File: config.mk
export PLATFORM = sky130hd
export DESIGN_NAME = key_reader
export DESIGN_NICKNAME = d
export VERILOG_FILES = /design/src/rtl/key_reader.sv
export SDC_FILE = /design/constraint.sdc
export NUM_CORES = 1
export LEC_CHECK = 0
export ABC_AREA = 1
export CORE_MARGIN = 2
export CORE_UTILIZATION = 65
export DETAILED_ROUTE_END_ITERATION = 10
export MAX_ROUTING_LAYER = met4
export PLACE_DENSITY = 0.82
export SLEW_MARGIN = 0
export SYNTH_ARGS = -nofsm -noshare
export SYNTH_HDL_FRONTEND = slang
export SYNTH_SLANG_ARGS = --single-unit
File: constraint.sdc
create_clock -name clk -period 4.73 [get_ports clk]
set_input_delay 0.473 -clock clk [delete_from_list [all_inputs] [get_ports clk]]
set_output_delay 0.473 -clock clk [all_outputs]
set_load 0.1 [all_outputs]
File: src/rtl/key_reader.sv
// Debounced push-button reader: per-key 2-flop synchronizer, debounce FSM and
// auto-repeat timer producing registered level, press, release and strobe outputs.
module key_reader #(
    parameter int NKEYS           = 2,
    parameter int DEBOUNCE_CYCLES = 1_000_000,
    parameter int REPEAT_DELAY    = 50_000_000,
    parameter int REPEAT_PERIOD   = 10_000_000,
    parameter int REPEAT_EN       = 1,
    parameter int CNT_W           = 26
) (
    input  logic             clk,
    input  logic             rst,
    input  logic [NKEYS-1:0] key_n,
    output logic [NKEYS-1:0] key_state,
    output logic [NKEYS-1:0] key_press,
    output logic [NKEYS-1:0] key_release,
    output logic [NKEYS-1:0] key_strobe
);

    typedef enum logic [2:0] {
        S_IDLE,
        S_PRESS_WAIT,
        S_HELD,
        S_REPEAT,
        S_RELEASE_WAIT
    } key_fsm_e;

    localparam logic [CNT_W-1:0] DB_LAST  = CNT_W'(DEBOUNCE_CYCLES - 1);
    localparam logic [CNT_W-1:0] RD_LAST  = CNT_W'(REPEAT_DELAY - 1);
    localparam logic [CNT_W-1:0] RP_LAST  = CNT_W'(REPEAT_PERIOD - 1);
    localparam logic [CNT_W-1:0] CNT_ONE  = CNT_W'(1);

    logic [NKEYS-1:0] sync1, sync2, raw;

    // Sync flops reset to the released level so reset never looks like a press.
    always_ff @(posedge clk) begin
        if (rst) begin
            sync1 <= '1;
            sync2 <= '1;
        end else begin
            sync1 <= key_n;
            sync2 <= sync1;
        end
    end

    assign raw = ~sync2;

    for (genvar i = 0; i < NKEYS; i++) begin : g_key
        key_fsm_e         state_q, state_d;
        logic [CNT_W-1:0] cnt_q, cnt_d;
        logic             press_d, release_d, strobe_d;
        logic             state_r, press_r, release_r, strobe_r;

        always_comb begin
            state_d   = state_q;
            cnt_d     = cnt_q;
            press_d   = 1'b0;
            release_d = 1'b0;
            strobe_d  = 1'b0;
            case (state_q)
                S_IDLE: begin
                    if (raw[i]) begin
                        state_d = S_PRESS_WAIT;
                        cnt_d   = '0;
                    end
                end
                S_PRESS_WAIT: begin
                    if (!raw[i]) begin
                        state_d = S_IDLE;
                        cnt_d   = '0;
                    end else if (cnt_q == DB_LAST) begin
                        state_d  = S_HELD;
                        cnt_d    = '0;
                        press_d  = 1'b1;
                        strobe_d = 1'b1;
                    end else begin
                        cnt_d = cnt_q + CNT_ONE;
                    end
                end
                S_HELD: begin
                    if (!raw[i]) begin
                        state_d = S_RELEASE_WAIT;
                        cnt_d   = '0;
                    end else if (REPEAT_EN == 0) begin
                        cnt_d = '0;
                    end else if (cnt_q == RD_LAST) begin
                        state_d  = S_REPEAT;
                        cnt_d    = '0;
                        strobe_d = 1'b1;
                    end else begin
                        cnt_d = cnt_q + CNT_ONE;
                    end
                end
                S_REPEAT: begin
                    if (!raw[i]) begin
                        state_d = S_RELEASE_WAIT;
                        cnt_d   = '0;
                    end else if (cnt_q == RP_LAST) begin
                        cnt_d    = '0;
                        strobe_d = 1'b1;
                    end else begin
                        cnt_d = cnt_q + CNT_ONE;
                    end
                end
                S_RELEASE_WAIT: begin
                    // A bounce back to pressed restarts the full repeat delay.
                    if (raw[i]) begin
                        state_d = S_HELD;
                        cnt_d   = '0;
                    end else if (cnt_q == DB_LAST) begin
                        state_d   = S_IDLE;
                        cnt_d     = '0;
                        release_d = 1'b1;
                    end else begin
                        cnt_d = cnt_q + CNT_ONE;
                    end
                end
                default: begin
                    state_d = S_IDLE;
                    cnt_d   = '0;
                end
            endcase
        end

        always_ff @(posedge clk) begin
            if (rst) begin
                state_q   <= S_IDLE;
                cnt_q     <= '0;
                state_r   <= 1'b0;
                press_r   <= 1'b0;
                release_r <= 1'b0;
                strobe_r  <= 1'b0;
            end else begin
                state_q   <= state_d;
                cnt_q     <= cnt_d;
                state_r   <= (state_d == S_HELD) || (state_d == S_REPEAT) ||
                             (state_d == S_RELEASE_WAIT);
                press_r   <= press_d;
                release_r <= release_d;
                strobe_r  <= strobe_d;
            end
        end

        assign key_state[i]   = state_r;
        assign key_press[i]   = press_r;
        assign key_release[i] = release_r;
        assign key_strobe[i]  = strobe_r;
    end

endmodule

Yosys cells after proc, flatten, opt, wreduce, memory -nomap -nowiden
Index checks and enable logic that the tools add are counted.
Widths: inputs -> output; s select.

word-level totals
  memories = 0
  output and inout bits = 8
  word-level logic and storage cells = 103
  bits of input ports = 4
  bits in latches = 0
  ROM bits = 0
  RAM bits = 0
  bits in registers = 70

cells by class
  equality and inequality tests = 22
  reductions and logical operators = 10
  order comparisons = 0
  add/sub/neg operators = 2
  shift operators = 0
  divide/modulo/power cells = 0
  bitwise operators = 5
  $mul = 0
  muxes and demuxes = 50

operators with widths
  operator               count
  $mux 26                16
  $pmux 26 s5            2
  $add 26x1->26 const B  2
  $eq 26x20->1 const B   2
  $eq 26x24->1 const B   2
  $eq 26x26->1 const B   2
  $mux 3                 16
  $pmux 3 s5             2
  $eq 3x2->1 const B     8
  $eq 3x3->1 const B     4
  $mux 1                 12
  $eq 3x1->1 const B     2
  $logic_not 3->1        2
  $pmux 1 s3             2
  $reduce_or 3->1        2
  $logic_or 1x1->1       4
  $ne 2x2->1 const B     2
  $not 1->1              4
  $reduce_or 2->1        2
  $not 2->2              1

Longest topological paths before layout
Gate-level depths: netlist of run 1.

  depth after elaboration = 7
  gate-level depth with buffers = 12
  mapped depth without buffers = 11

Least setup slack after synthesis of run 1
No wires, ideal clock.

  path type = reg2reg
  from = register g_key[1].cnt_q[0]
  to = register g_key[1].cnt_q[22]
  path buffers = 1
  data arrival time = 1.503 ns
  path slack = 3.111 ns
  setup time = 0.115 ns
  stages on the path, launching flop included = 12
  cell sequence = dfxtp_1 > ha_1 > inv_1 > nor2_4 > inv_1 > nor2_1 > nand3_2 > nand2_2 > nand4_4 > nand2_4 > buf_6 > nor2_1

on the way
  cells in the longest elaborated chain, start to end = 4

ends and longest elaborated chain
  item                                         RTL line  source
  start: declaration                           50        logic [CNT_W-1:0] cnt_q, cnt_d;
  start signal: assignment                     135       cnt_q <= cnt_d;
  $add 26x1->26, or another cell as far along  --
  $mux 26 (on tied branches) (2 in a row)      --
  $pmux 26 s5 (*)                              60        case (state_q)

Every way passes the cells marked *; elsewhere a longest branch is shown, timed or not.
A chain may end at the register's enable or synchronous reset.

Final worst setup path of run 1
  from = register g_key[1].strobe_r
  to = output port key_strobe[1]

RTL lines
  item                      RTL line  source
  start: declaration        52        logic state_r, press_r, release_r, strobe_r;
  start signal: assignment  140       strobe_r <= strobe_d;
  end: declaration          17        output logic [NKEYS-1:0] key_strobe

No word-level cell between the ends.

==> results.py, run 1 <==
metrics = {
    "synthesis": {
        "synthTopCellsByArea": "dfxtp_1, nand2_1, nor2_1, inv_1, nand3_1",
        "ys_seq_area_share_pct": 34.06,
        "yosysUniqueCellTypes": 32,
        "ys_warn_count": 0,
        "syn_nets": 598,
        "synthArstFlopShare_pct": 0,
        "synth_common_cells": "nand2_1, nor2_1, inv_1, dfxtp_1, nand3_1",
        "ys_ff_latch": 70,
        "syn_area_mm2": 0.004114,
        "synth_top_area_share_pct": 34.06,
        "synth_top_flop_cell": "dfxtp_1",
        "synth.avg_cell_area_um2": 6.949,
        "synth_most_common_cell": "nand2_1",
        "synth_cells": 592,
        "synth-edff-count": 0,
        "yosysTopAreaCell": "dfxtp_1",
    },
    "worst_setup_path": {
        "r2r_cells": 10,
        "end_kind": "output pin",
        "critical-path-slowest-cell": "clkdlybuf4s50_1",
        "cp_max_fo": 1,
        "crit_type": "register to output pin",
        "crit_cells": 1,
        "start_kind": "register",
        "crit_family": "buffers and inverters",
        "path_cells": "clkdlybuf4s50_1",
        "required_ps": 4260,
        "max_stage_delay_ps": 1130,
        "cp.arrival_ps": 1780,
        "cp_num_buf_inv": 1,
    },
    "timing": {
        "hold_viol": 0,
        "tightest_slew_ps": 965.2,
        "slew_viol_final": 0,
        "fin_tns_setup_ps": 0,
        "fmax_mhz": 443.1,
        "clock_skew_ps": 8.940,
        "rsz0062_at_grt": "no",
        "relSlewSlack_pct": 35.45,
        "finalSetupViolations": 0,
        "period_minus_slack_ps": 2257,
        "final.period_utilization_pct": 47.71,
    },
    "finish": {
        "area_growth_pct": 7.147,
        "drive_above_1_share_pct": 14.95,
        "layout.nets": 603,
        "fin_cells": 677,
        "diodes": 0,
    },
    "clocking": {
        "cts_num_sinks": 70,
        "cts_max_level": 3,
        "root_buffer": "clkbuf_8",
        "clock_latency_ps": 350,
        "path_clk_slew_ps": 70,
        "tritoncts": "done",
        "numCtsBuffers": 9,
        "postCtsHoldBufs": 0,
        "clockBufferDepth": 2,
        "post_cts_resized": 0,
        "cts_setup_buffers": 0,
    },
    "drt": {
        "wire_per_inst_um": 13.11,
        "drt_pass1_iterations": 5,
        "drc": 0,
        "drt_wl_total_mm": 8.877,
        "via_per_inst": 5.476,
        "drt_iter0_markers": 183,
        "num_vias": 3707,
        "ant_nets": 0,
    },
    "die": {
        "core_mm2": 0.006026,
        "num_rows": 28,
        "pin_count": 12,
        "die_h_um": 83.56,
        "die_w_um": 83.56,
        "initial_core_util_pct": 68.27,
        "die_area_mm2": 0.006981,
    },
    "place": {
        "gp_congestion": 0.9271,
        "portBuffers": 11,
        "hpwlAfterDp_mm": 6.549,
        "dpl.cell_count": 661,
    },
    "status": {
        "status": "complete, no violations",
    },
    "flow_run": {
        "drv_cap": 0,
    },
    "pwr": {
        "p_total_mw": 1.195,
        "p_per_area_mw_per_mm2": 271.2,
        "p_leak_nw": 1.665,
        "ir_drop_mv": 0.2205,
    },
    "global_routing": {
        "grt_overflow": 0,
        "grt_pass1_vias": 3641,
        "grt_max_degree": 23,
        "grt_pass1_wl_mm": 15.06,
        "antenna_found_initial": 0,
        "grt.total_usage_pct": 26.65,
    },
    "min_path": {
        "hold_class": "register to register",
        "hold_depth": 1,
    },
}
cell type report:
type                            instances  area, µm²
Multi-Input combinational cell        422       2253
Clock buffer                           11      151.4
Sequential cell                        70       1401
Fill cell                             507       1618
Tap cell                               75      93.84
Timing Repair Buffer                   11      110.1
Inverter                               83      316.6
Clock inverter                          5      81.33
cells by family after synthesis:
logic type	count (synthesis)	synth area share [%]
AND/OR/NAND/NOR	359	44.40
buffers and inverters	100	11.16
flip-flops	70	34.06
AO/OA/AOI/OAI	39	5.079
XOR/XNOR	22	4.684
adder cells (fa/ha/maj)	2	0.6082
sequential cells by signal, indices dropped and copies added (netlist names):
register,cells
g_key.state_r,2
g_key.state_q,6
g_key.release_r,2
g_key.press_r,2
g_key.cnt_q,52
sync1,2
g_key.strobe_r,2
sync2,2
cells in the final DEF, fill, tap and decap left out, types with 2 or more instances in the layout:
| cell type | count |
|---|---|
| nand2_1 | 111 |
| nor2_1 | 99 |
| inv_1 | 77 |
| dfxtp_1 | 70 |
| nand3_1 | 44 |
| nor2_2 | 29 |
| nand4_1 | 25 |
| o21ai_0 | 20 |
| xor2_1 | 19 |
| nor3_1 | 13 |
| a21oi_1 | 11 |
| clkbuf_8 | 11 |
| clkdlybuf4s50_1 | 11 |
| nor2_4 | 10 |
| nand2_2 | 9 |
| or2_2 | 5 |
| inv_2 | 4 |
| o22ai_1 | 4 |
| nand3_2 | 3 |
| nand3_4 | 3 |
| nand4_4 | 3 |
| xnor2_1 | 3 |
| inv_4 | 2 |
| o21bai_1 | 2 |
| nand2_4 | 2 |
| ha_1 | 2 |
| bufinv_16 | 2 |
metrics by stage:
stage	utilization [%]	setup WS (ps)	hold WS [ps]	cell area [µm²]
finish	73.15	2473	402.7	4408
global route	73.15	2425	437.7	4408
floorplan	-	3111	389.5	4114
detailed placement	69.29	2247	393.4	4175
global placement	69.29	2297	392.3	4175
CTS	73.15	2452	404.3	4408
path summary, 6_finish.rpt:
| path | startpoint | endpoint | slack (ps) |
|---|---|---|---|
| min | sync1[1] | sync2[1] | 400 |
| max | g_key[1].strobe_r | key_strobe[1] | 2470 |
| max reg2reg | g_key[0].cnt_q[0] | g_key[0].cnt_q[19] | 2650 |
| min reg2reg | sync1[1] | sync2[1] | 400 |
where the power goes:
part	internal, mW	switching, mW
clock network	0.326	0.230
registers	0.592	0.00409
logic	0.0119	0.0318
metal layers:
metal / global-route usage [%] / share of wire [%] / vias to the layer above
met5: - / 0 / -
met2: 47.65 / 51 / 95
met4: 12.32 / 3.0 / 0
met1: 27.63 / 42 / 1708
li1: - / - / 1873
met3: 6.429 / 3.9 / 31
No activity file was read; power rests on OpenSTA's default activity.
==> run 2, diff against run 1 <==
--- a/config.mk
+++ b/config.mk
@@ -7,10 +7,10 @@
 export LEC_CHECK = 0
 export ABC_AREA = 1
 export CORE_MARGIN = 2
-export CORE_UTILIZATION = 65
+export CORE_UTILIZATION = 62
 export DETAILED_ROUTE_END_ITERATION = 10
 export MAX_ROUTING_LAYER = met4
-export PLACE_DENSITY = 0.82
+export PLACE_DENSITY = 0.79
 export SLEW_MARGIN = 0
 export SYNTH_ARGS = -nofsm -noshare
 export SYNTH_HDL_FRONTEND = slang
==> constraint.sdc (replaced) <==
create_clock -name clk -period 2.1 [get_ports clk]
set_input_delay 0.21 -clock clk [delete_from_list [all_inputs] [get_ports clk]]
set_output_delay 0.21 -clock clk [all_outputs]
set_load 0.1 [all_outputs]
==> results.py, run 2 (synthesis gave the netlist of run 1 again) <==
metrics = {
    "die": {
        "initial_core_util_pct": 64.42,
        "num_rows": 29,
        "die_w_um": 85.46,
        "pin_count": 12,
        "die_h_um": 85.46,
        "die_area_mm2": 0.007303,
        "core_mm2": 0.006386,
    },
    "timing": {
        "tightest_slew_ps": 466.9,
        "finalSetupViolations": 0,
        "fin_tns_setup_ps": 0,
        "finalWorstSetupSlack_ps": 292.3,
        "hold_viol": 0,
        "slew_viol_final": 0,
        "final.period_utilization_pct": 86.08,
        "relSlewSlack_pct": 68.84,
        "period_minus_slack_ps": 1808,
        "rsz0062_at_grt": "no",
        "clock_skew_ps": 8.309,
        "fmax_mhz": 553.2,
    },
    "finish": {
        "layout.nets": 605,
        "regMostFlops": "g_key.cnt_q",
        "final_common_cell": "nand2_1",
        "diodes": 0,
        "top_regs": "g_key.cnt_q: 52 flops, g_key.state_q: 6 flops",
        "largest_register_ffs": 52,
        "area_growth_pct": 6.417,
        "fin_cells": 681,
        "drive_above_1_share_pct": 16.06,
        "final_cell_mix": "nand2_1, nor2_1, inv_1, dfxtp_1, nand3_1",
    },
    "drt": {
        "drc": 0,
        "ant_nets": 0,
        "drt_iter0_markers": 150,
        "wire_per_inst_um": 12.18,
        "drt_pass1_iterations": 4,
        "num_vias": 3633,
        "drt_wl_total_mm": 8.296,
        "via_per_inst": 5.335,
    },
    "worst_setup_path": {
        "crit_type": "register to register",
        "end_kind": "register",
        "cp.arrival_ps": 2040,
        "start_kind": "register",
        "critPathCapture": "g_key[0].cnt_q[23]",
        "required_ps": 2330,
        "r2r-start": "g_key[0].cnt_q[1]",
        "cp_max_fo": 20,
        "r2r_cells": 11,
        "crit_start": "g_key[0].cnt_q[1]",
        "rr_endpoint": "g_key[0].cnt_q[23]",
        "reg2reg_setup_slack_ps": 290,
    },
    "global_routing": {
        "antenna_found_initial": 0,
        "grt_max_degree": 23,
        "grt_pass1_wl_mm": 15.19,
        "grt_pass1_vias": 3575,
        "grt_overflow": 0,
        "grt.total_usage_pct": 26.29,
    },
    "flow_run": {
        "drv_cap": 0,
    },
    "clocking": {
        "cts_max_level": 3,
        "tritoncts": "done",
        "postCtsHoldBufs": 0,
        "clock_latency_ps": 340,
        "cts_setup_buffers": 0,
        "clockBufferDepth": 2,
        "numCtsBuffers": 9,
        "root_buffer": "clkbuf_8",
        "path_clk_slew_ps": 70,
        "post_cts_resized": 0,
        "cts_num_sinks": 70,
    },
    "pwr": {
        "power_frac_comb_pct": 4.2,
        "ir_drop_mv": 0.6743,
        "p_per_area_mw_per_mm2": 571.5,
        "clock_power_share_pct": 42.1,
        "internal_power_mw": 1.951,
        "p_sw_uw": 551.2,
        "p_leak_nw": 1.678,
        "sw_frac_of_total_pct": 22.03,
        "p_seq_share_pct": 53.7,
    },
    "place": {
        "dpl.cell_count": 665,
        "gp_congestion": 0.9933,
        "post-place-ws_ps": 288.9,
        "portBuffers": 11,
        "hpwlAfterDp_mm": 6.447,
    },
    "min_path": {
        "hold_class": "register to register",
    },
    "status": {
        "status": "complete, no violations",
    },
}
## run 2: cell count changes in the layout (fill, tap and decap cells not counted)
cell and delta:
buf_12 +1, clkdlybuf4s50_1 -8, bufinv_16 -1, clkbuf_8 -1, clkbuf_1 +3, clkinvlp_4 -1, buf_4 +9
## run 2: metal layers
layer | vias to the layer above | GRT usage [%] | part of all wire, %
met2 | 89 | 44.82 | 51
met1 | 1637 | 30.01 | 43
met5 | - | - | 0
li1 | 1887 | - | -
met3 | 20 | 6.128 | 4.2
met4 | 0 | 9.668 | 2.1
## run 2: worst min-delay path by stage
stage               startpoint                  end  slack, ps  cells past startpoint
floorplan                  rst  g_key[1].state_q[2]        290                      1
global placement      sync1[0]             sync2[0]        390                      1
detailed placement    sync1[1]             sync2[1]        390                      1
CTS                   key_n[1]             sync1[1]        410                      2
global route          key_n[0]             sync1[0]        430                      2
finish                sync1[0]             sync2[0]        410                      1
## run 2: critical path, cell delays in order (launching register included)
cell and delay [ps]:
dfxtp_1 360, ha_1 180, nand2_1 140, nor2_4 130, nand3_1 90, nor2_1 120, nand2_1 80, nand2_1 130
nand4_4 110, nand2_2 100, buf_12 190, nor2_2 50
## run 2: power by group through the flow
stage | sequential, mW | combinational, mW | clock (mW)
finish | 1.34 | 0.105 | 1.05
global placement | 1.37 | 0.105 | 0
detailed placement | 1.37 | 0.107 | 0
CTS | 1.34 | 0.107 | 1.08
global route | 1.34 | 0.117 | 1.15
floorplan | 1.37 | 0.0931 | 0
## run 2: cell type report
cell class              instances  area (µm²)
flip-flops and latches         70        1401
inverters                      83       316.6
multi-input cells             422        2253
clock inverters                 3       43.79
repair buffers                 13       117.6
fillers                       560        2008
well taps                      77       96.34
clock buffers                  13       148.9
## run 2: stage by stage
stage | cell area [µm²] | power (mW) | hold slack (ps) | utilization [%]
after floorplan | 4114 | 1.462 | 286.7 | -
after global placement | 4185 | 1.478 | 391.3 | 65.54
after detailed placement | 4185 | 1.480 | 393.6 | 65.54
after CTS | 4378 | 2.529 | 414.0 | 68.55
after global routing | 4378 | 2.611 | 431.7 | 68.55
final | 4378 | 2.502 | 415.0 | 68.55
==> run 3, diff against run 2 <==
--- a/config.mk
+++ b/config.mk
@@ -6,11 +6,13 @@
 export NUM_CORES = 1
 export LEC_CHECK = 0
 export ABC_AREA = 1
+export CORE_ASPECT_RATIO = 0.5
 export CORE_MARGIN = 2
 export CORE_UTILIZATION = 62
 export DETAILED_ROUTE_END_ITERATION = 10
 export MAX_ROUTING_LAYER = met4
 export PLACE_DENSITY = 0.79
+export RECOVER_POWER = 100
 export SLEW_MARGIN = 0
 export SYNTH_ARGS = -nofsm -noshare
 export SYNTH_HDL_FRONTEND = slang
==> results.py, run 3 (synthesis gave the netlist of run 1 again) <==
metrics = {
    "die": {
        "num_rows": 20,
        "die_area_mm2": 0.007343,
        "die_h_um": 61.60,
        "initial_core_util_pct": 66.02,
        "die_w_um": 119.2,
        "core_mm2": 0.006231,
        "pin_count": 12,
    },
    "clocking": {
        "tritoncts": "done",
        "cts_setup_buffers": 0,
        "path_clk_slew_ps": 50,
        "post_cts_resized": 0,
        "postCtsHoldBufs": 0,
        "clockBufferDepth": 2,
        "cts_num_sinks": 70,
        "numCtsBuffers": 9,
        "root_buffer": "clkbuf_16",
        "clock_latency_ps": 330,
        "cts_max_level": 3,
    },
    "timing": {
        "final.period_utilization_pct": 89.14,
        "finalSetupViolations": 0,
        "relSlewSlack_pct": 22.05,
        "slew_viol_final": 0,
        "hold_viol": 0,
        "clock_skew_ps": 4.567,
        "tightest_slew_ps": 1174,
        "rsz0062_at_grt": "no",
        "hold_slack_ps": 405.9,
        "fmax_mhz": 534.2,
        "period_minus_slack_ps": 1872,
        "fin_tns_setup_ps": 0,
    },
    "worst_setup_path": {
        "cp_max_fo": 10,
        "path_cells": "nor2_2 > nand2_2 > nand3_1 > nor3_1 > nand2_1 > nand2_1 > nand3_1 > nor2_1",
        "end_kind": "register",
        "reg2reg_setup_slack_ps": 230,
        "r2r_cells": 8,
        "start_kind": "register",
        "r2r-start": "g_key[1].state_q[0]",
        "critPathCapture": "g_key[1].cnt_q[23]",
        "rr_endpoint": "g_key[1].cnt_q[23]",
        "crit_start": "g_key[1].state_q[0]",
        "crit_type": "register to register",
        "critical-path-slowest-cell": "dfxtp_1",
        "cp.arrival_ps": 2130,
        "required_ps": 2360,
        "max_stage_delay_ps": 470,
    },
    "drt": {
        "drt_iter0_markers": 233,
        "drt_wl_total_mm": 8.464,
        "drc": 0,
        "num_vias": 3589,
        "ant_nets": 0,
        "via_per_inst": 5.194,
        "wire_per_inst_um": 12.25,
        "drt_pass1_iterations": 5,
    },
    "finish": {
        "drive_above_1_share_pct": 11.44,
        "regMostFlops": "g_key.cnt_q",
        "diodes": 0,
        "fin_cells": 691,
        "top_regs": "g_key.cnt_q: 52 flops, g_key.state_q: 6 flops",
        "area_growth_pct": 6.843,
        "final_cell_mix": "nor2_1, nand2_1, inv_1, dfxtp_1, nand3_1",
        "layout.nets": 606,
        "final_common_cell": "nor2_1",
        "largest_register_ffs": 52,
    },
    "place": {
        "gp_congestion": 0.9306,
        "hpwlAfterDp_mm": 6.223,
        "dpl.cell_count": 677,
        "portBuffers": 11,
    },
    "min_path": {
        "hold_class": "register to register",
        "min_from": "sync1[1]",
    },
    "pwr": {
        "p_leak_nw": 1.688,
        "p_total_mw": 2.841,
        "ir_drop_mv": 0.4659,
        "p_per_area_mw_per_mm2": 646.3,
    },
    "global_routing": {
        "grt_pass1_vias": 3168,
        "grt_pass1_wl_mm": 14.26,
        "grt_max_degree": 23,
        "grt.total_usage_pct": 25.76,
        "antenna_found_initial": 0,
        "grt_overflow": 0,
    },
    "status": {
        "status": "complete, no violations",
    },
    "flow_run": {
        "drv_cap": 0,
    },
}
[run 3: power breakdown]
group | total, mW | switching, mW | internal (mW)
Clock | 1.39 | 0.513 | 0.880
Sequential | 1.35 | 0.00842 | 1.34
Combinational | 0.102 | 0.0692 | 0.0330
[run 3: worst min-delay path by stage]
stage / endpoint / slack (ps) / cells after the start
6_report: sync2[1] / 410 / 1
3_3_place_gp: sync2[1] / 390 / 1
3_5_place_dp: sync2[1] / 400 / 1
5_1_grt: sync2[1] / 430 / 1
2_1_floorplan: g_key[1].state_q[2] / 290 / 1
4_1_cts: sync2[1] / 410 / 1
[run 3: cell type report]
class	instances	area (µm²)
Multi-Input combinational cell	422	2201
Fill cell	519	1836
Timing Repair Buffer	14	91.34
Clock inverter	1	5.005
Clock buffer	13	270.3
Sequential cell	70	1401
Inverter	83	316.6
Tap cell	88	110.1
[run 3: critical path: cells and delay by family (launching register included)]
kind / cells / cell delay, ps
simple gates: 8 / 1330
flops: 1 / 470
[run 3: stage by stage]
step / cell area [µm²] / setup WS, ps / utilization [%]
final: 4395 / 228.1 / 70.54
after global routing: 4395 / 61.22 / 70.54
after CTS: 4482 / 252.3 / 71.93
after detailed placement: 4207 / 264.8 / 67.51
after global placement: 4207 / 334.1 / 67.51
after floorplan: 4114 / 481.3 / -
[run 3: routing by layer]
layer  GRT usage (%)  part of all wire, %  vias up
met4           7.993                  1.2        0
met2           43.60                   46       98
met5               -                    0        -
met3           7.870                  5.1       12
li1                -                    -     1877
met1           30.28                   48     1602
